`config.mk`:
```
export PLATFORM = sky130hd
export DESIGN_NAME = seq_addsub
export DESIGN_NICKNAME = d
export VERILOG_FILES = /design/src/rtl/seq_addsub.sv
export SDC_FILE = /design/constraint.sdc
export NUM_CORES = 1
export LEC_CHECK = 0
export ABC_AREA = 1
export CELL_PAD_IN_SITES_DETAIL_PLACEMENT = 1
export CELL_PAD_IN_SITES_GLOBAL_PLACEMENT = 2
export CORE_UTILIZATION = 32
export DETAILED_ROUTE_END_ITERATION = 6
export PLACE_DENSITY_LB_ADDON = 0.1
export SYNTH_ARGS = -nofsm -noshare
export SYNTH_HDL_FRONTEND = slang
export SYNTH_SLANG_ARGS = --single-unit
```
`constraint.sdc`:
```
create_clock -name clk -period 4.7 [get_ports clk]
set_clock_uncertainty 0.05 [all_clocks]
set_input_delay 0.47 -clock clk [delete_from_list [all_inputs] [get_ports clk]]
set_output_delay 0.47 -clock clk [all_outputs]
set_load 0.01 [all_outputs]
```
`src/rtl/seq_addsub.sv`:
```
// Slice-serial adder/subtractor with signed/unsigned compare, valid/ready on both sides.
// Define ADDSUB_FLAGS_EN to add registered cout/ovf/zero outputs for the full-width add.
module seq_addsub #(
    parameter int WIDTH = 32,
    parameter int SLICE = 8
) (
    input  logic             clk,
    input  logic             rst_n,
    input  logic             in_valid,
    output logic             in_ready,
    input  logic [WIDTH-1:0] A,
    input  logic [WIDTH-1:0] B,
    input  logic [1:0]       op,
    output logic             out_valid,
    input  logic             out_ready,
    output logic [WIDTH-1:0] out
`ifdef ADDSUB_FLAGS_EN
    ,
    output logic             cout,
    output logic             ovf,
    output logic             zero
`endif
);

    localparam int NSLICES = WIDTH / SLICE;
    localparam int CW = (NSLICES > 1) ? $clog2(NSLICES) : 1;
    localparam logic [CW-1:0] LAST = CW'(NSLICES - 1);

    generate
        if (WIDTH % SLICE != 0) begin : g_bad_slice
            $error("seq_addsub: WIDTH must be a multiple of SLICE");
        end
    endgenerate

    // state | meaning
    // IDLE  | waiting for operands, in_ready high
    // CALC  | one slice per edge, count 0..NSLICES-1
    // DONE  | result held on out until out_ready
    localparam logic [1:0] S_IDLE = 2'd0;
    localparam logic [1:0] S_CALC = 2'd1;
    localparam logic [1:0] S_DONE = 2'd2;

    logic [1:0]       state;
    logic [WIDTH-1:0] a_r;
    logic [WIDTH-1:0] b_r;
    logic [WIDTH-1:0] sum_r;
    logic [1:0]       op_r;
    logic             carry;
    logic [CW-1:0]    count;

    logic [31:0]      base;
    logic [SLICE-1:0] a_sl;
    logic [SLICE-1:0] b_sl;
    logic [SLICE-1:0] s_sl;
    logic             c_sl;
    logic [WIDTH-1:0] sum_full;
    logic             ovf_c;
    logic [WIDTH-1:0] res;

    assign in_ready  = (state == S_IDLE);
    assign out_valid = (state == S_DONE);

    // sum_full is the partial sum with the current slice merged in; on the
    // last slice it is the complete result, so out can be loaded on that edge.
    always_comb begin
        base = 32'(count) * 32'(SLICE);
        a_sl = a_r[base +: SLICE];
        b_sl = b_r[base +: SLICE];
        {c_sl, s_sl} = {1'b0, a_sl} + {1'b0, b_sl} + {{SLICE{1'b0}}, carry};
        sum_full = sum_r;
        sum_full[base +: SLICE] = s_sl;
        ovf_c = (a_r[WIDTH-1] == b_r[WIDTH-1]) && (sum_full[WIDTH-1] != a_r[WIDTH-1]);
        res = '0;
        case (op_r)
            2'b10:   res[0] = ~c_sl;
            2'b11:   res[0] = sum_full[WIDTH-1] ^ ovf_c;
            default: res = sum_full;
        endcase
    end

    always_ff @(posedge clk) begin
        if (!rst_n) begin
            state <= S_IDLE;
            a_r   <= '0;
            b_r   <= '0;
            sum_r <= '0;
            op_r  <= '0;
            carry <= 1'b0;
            count <= '0;
            out   <= '0;
`ifdef ADDSUB_FLAGS_EN
            cout  <= 1'b0;
            ovf   <= 1'b0;
            zero  <= 1'b0;
`endif
        end else begin
            case (state)
                S_IDLE: begin
                    if (in_valid) begin
                        a_r   <= A;
                        b_r   <= (op != 2'b00) ? ~B : B;
                        op_r  <= op;
                        carry <= (op != 2'b00);
                        count <= '0;
                        state <= S_CALC;
                    end
                end
                S_CALC: begin
                    sum_r <= sum_full;
                    carry <= c_sl;
                    count <= count + 1'b1;
                    if (count == LAST) begin
                        count <= '0;
                        out   <= res;
`ifdef ADDSUB_FLAGS_EN
                        cout  <= c_sl;
                        ovf   <= ovf_c;
                        zero  <= (sum_full == '0);
`endif
                        state <= S_DONE;
                    end
                end
                S_DONE: begin
                    if (out_ready) state <= S_IDLE;
                end
                default: state <= S_IDLE;
            endcase
        end
    end

endmodule

```
==> out/qor.json <==
{
  "num_antenna_cells": 0,
  "global_route.overflow_total": 0,
  "post_route_cells_drive_above_1_share_pct": 7.07,
  "synthesis.instances": 874,
  "setup_violations": 0,
  "layout.area.seq_um2": 2700,
  "grt_first_pass_wirelength_mm": 31.5,
  "timing.critical_path.to": "out[25]",
  "most-common-layout-cells": "135 x sky130_fd_sc_hd__dfxtp_1, 118 x sky130_fd_sc_hd__o21ai_0, 117 x sky130_fd_sc_hd__nor2_1, 111 x sky130_fd_sc_hd__nand2_1, 102 x sky130_fd_sc_hd__clkdlybuf4s50_1",
  "post-route-drc-count": 0,
  "synth_cell_types": 35,
  "synthArstFlopShare_pct": 0,
  "drv.max_cap_violation_count": 0,
  "critical_path.top_delay_family": "compound AO/OA/AOI/OAI gates",
  "first_global_vias": 6091,
  "maximum_number_of_pins_on_one_net_before_global_route_repair": 70,
  "antenna_found_initial": 0,
  "synth_ff_type": "sky130_fd_sc_hd__dfxtp_1",
  "io-pin-count": 104,
  "drt_pass1_iterations": 4,
  "place.port_buffers": 103,
  "outcome": "finished clean",
  "vdd.ir_drop.worst_uv": 242,
  "maximum_count_of_clock_buffers_along_a_single_path": 2,
  "placedInstanceArea_um2": 7560,
  "yosysSeqAreaShare_pct": 42.4,
  "crit_required_ns": 5.00,
  "place_hpwl_mm": 13.6,
  "dr.first_iter.drc_count": 236,
  "critPathArrivalTime_ns": 3.62,
  "mostFrequentLayoutCell": "sky130_fd_sc_hd__dfxtp_1",
  "crit_buf_inv": 2,
  "reg2reg_to": "out[25]",
  "design.final.nets": 1034,
  "route.vias.total": 5991,
  "timing.critical_path.cells": "clkinv_1, o21ai_0, o22ai_1, fa_1, inv_1, fa_1, nor2_1, nand2_1, o22ai_1, nand2_1, a21oi_1",
  "yosys_warnings": 0,
  "wl_mm": 19.4,
  "worst_path_largest_cell_delay_ns": 0.54,
  "timing_worst_setup_path_type": "flop to flop",
  "cts.root.buffer_cell": "sky130_fd_sc_hd__clkbuf_16",
  "tritoncts": "yes",
  "clock_pin_slew_of_the_registers_on_the_worst_case_setup_and_hold_paths_ns": 0.06,
  "final.fill_count": 2389,
  "syn_area_um2": 6370,
  "reg2reg_from": "count[1]",
  "synthesis.nets": 959,
  "cts.repair_timing.setup_buffer_count": 0,
  "whs_ns": 0.415,
  "rrSetupSlack_ns": 1.38,
  "cts_resized": 0,
  "cts_buffers": 17,
  "max_slew_margin_pct": 28.1,
  "timing.critical_path.from_type": "flop",
  "rsz_0062_raised_after_global_routing": "no",
  "power.static_leakage_nw": 3.33,
  "multi_input_area_um2": 3090,
  "floorplan.rows": 51,
  "initial_utilization_pct": 32.7,
  "setup_slack_ns": 1.38,
  "core_region_area_um2": 19500,
  "cts.sinks": 135,
  "synth-edff-count": 0,
  "die_x_um": 143,
  "final-hold-violation-count": 0,
  "route.antenna.remaining_nets": 0,
  "avgRoutedWirePerCell_um": 15.8,
  "report.final.slew_viol_count": 0,
  "chipHeight_um": 143,
  "post_drt_via_cell_ratio": 4.88,
  "placement.setup.worst_slack_ns": 1.32,
  "avgSynthCellArea_um2": 7.29,
  "timing.final.crit_share_pct": 70.6,
  "die_area_um2": 20500,
  "reg2regPathDepth": 11,
  "post-route-cell-area_um2": 8140,
  "achievable-frequency_mhz": 301,
  "grt_use_total_pct": 20.0,
  "gp_congestion": 0.783,
  "max_slew.worst_pin.slew_ns": 1.08,
  "clk_latency_ns": 0.43,
  "cell_with_the_biggest_individual_delay_on_the_critical_path": "sky130_fd_sc_hd__clkinv_1",
  "areaGrowthSynthToFinish_pct": 27.7,
  "setup_total_negative_slack_ns": 0,
  "synth_seq_cells": 135,
  "final_period_minus_worst_setup_slack_ns": 3.32,
  "critical_path_depth": 11,
  "worst_setup_path_startpoint": "count[1]",
  "worst_min_delay_path_class": "flop to flop",
  "ctsHoldBuffers": 0,
  "cellPowerDensity_nw_per_um2": 392,
  "cts.htree.levels": 4,
  "endpoint_kind": "flop",
  "crit_path_max_fanout": 21
}
[where the power goes]
group | switching (mW) | total, mW | internal, mW
registers | 0.0414 | 1.27 | 1.23
logic | 0.388 | 0.613 | 0.225
clock network | 0.517 | 1.31 | 0.792
[per-stage QoR]
step,power (mW),util (%),instances
2_1_floorplan,1.68,-,874
3_3_place_gp,1.89,38.9,1195
3_5_place_dp,1.91,38.9,1195
4_1_cts,3.23,41.8,1227
5_1_grt,3.36,41.8,1227
6_report,3.19,41.8,1227
[synthesized netlist by cell type, drive strengths merged, types with 2 or more instances]
master | n | area [µm²]
o21ai | 141 | 717
dfxtp | 135 | 2700
nor2 | 123 | 484
nand2 | 115 | 442
a21oi | 103 | 534
inv | 90 | 338
clkbuf | 32 | 120
xor2 | 32 | 280
o22ai | 26 | 163
buf | 22 | 119
ha | 13 | 163
nand3 | 13 | 65.1
nand4 | 9 | 56.3
or2 | 4 | 25.0
clkinv | 3 | 11.3
xnor2 | 3 | 33.8
a32oi | 2 | 17.5
fa | 2 | 40.0
[metal layers]
layer	vias up	wire (µm)	global-route usage [%]
met2	97	9650	34.9
met1	2861	8940	24.5
met5	-	0	0
met4	0	296	6.56
met3	15	522	3.62
li1	3018	-	-
[cell families after synthesis]
| group | Yosys count | synth area share [%] |
|---|---|---|
| AOI/OAI and AO/OA | 277 | 23.2 |
| and+or+nand+nor | 265 | 17.1 |
| buffers and inverters | 147 | 9.23 |
| DFF | 135 | 42.4 |
| xor gates and xnor gates | 35 | 4.93 |
| adders and majority gates | 15 | 3.18 |
[worst register-to-register path: stages, from the launching register on]
cell and delay [ns]:
sky130_fd_sc_hd__dfxtp_1 0.33, sky130_fd_sc_hd__clkinv_1 0.54, sky130_fd_sc_hd__o21ai_0 0.37, sky130_fd_sc_hd__o22ai_1 0.14
sky130_fd_sc_hd__fa_1 0.40, sky130_fd_sc_hd__inv_1 0.08, sky130_fd_sc_hd__fa_1 0.47, sky130_fd_sc_hd__nor2_1 0.21
sky130_fd_sc_hd__nand2_1 0.17, sky130_fd_sc_hd__o22ai_1 0.24, sky130_fd_sc_hd__nand2_1 0.09, sky130_fd_sc_hd__a21oi_1 0.15
[flip-flops by register name, summed over array words and instances, names as in the netlist]
| register | cells |
|---|---|
| a_r | 32 |
| b_r | 32 |
| carry | 1 |
| count | 2 |
| op_r | 2 |
| out | 32 |
| state | 2 |
| sum_r | 32 |
[cell type report]
| cell class | instances | area share, % |
|---|---|---|
| Clock buffer | 20 | 5.49 |
| Clock inverter | 12 | 1.57 |
| Inverter | 93 | 4.29 |
| Multi-Input combinational cell | 592 | 38.0 |
| Sequential cell | 135 | 33.2 |
| Tap cell | 265 | 4.07 |
| Timing Repair Buffer | 110 | 13.4 |
[worst min-delay path by stage]
stage,startpoint,end,cells past startpoint
floorplan,a_r[10],a_r[10],2
global placement,out[16],out[16],2
detailed placement,out[29],out[29],2
CTS,out[29],out[29],2
global route,out[29],out[29],2
finish,out[29],out[29],2
No activity file was read; power rests on OpenSTA's default activity.
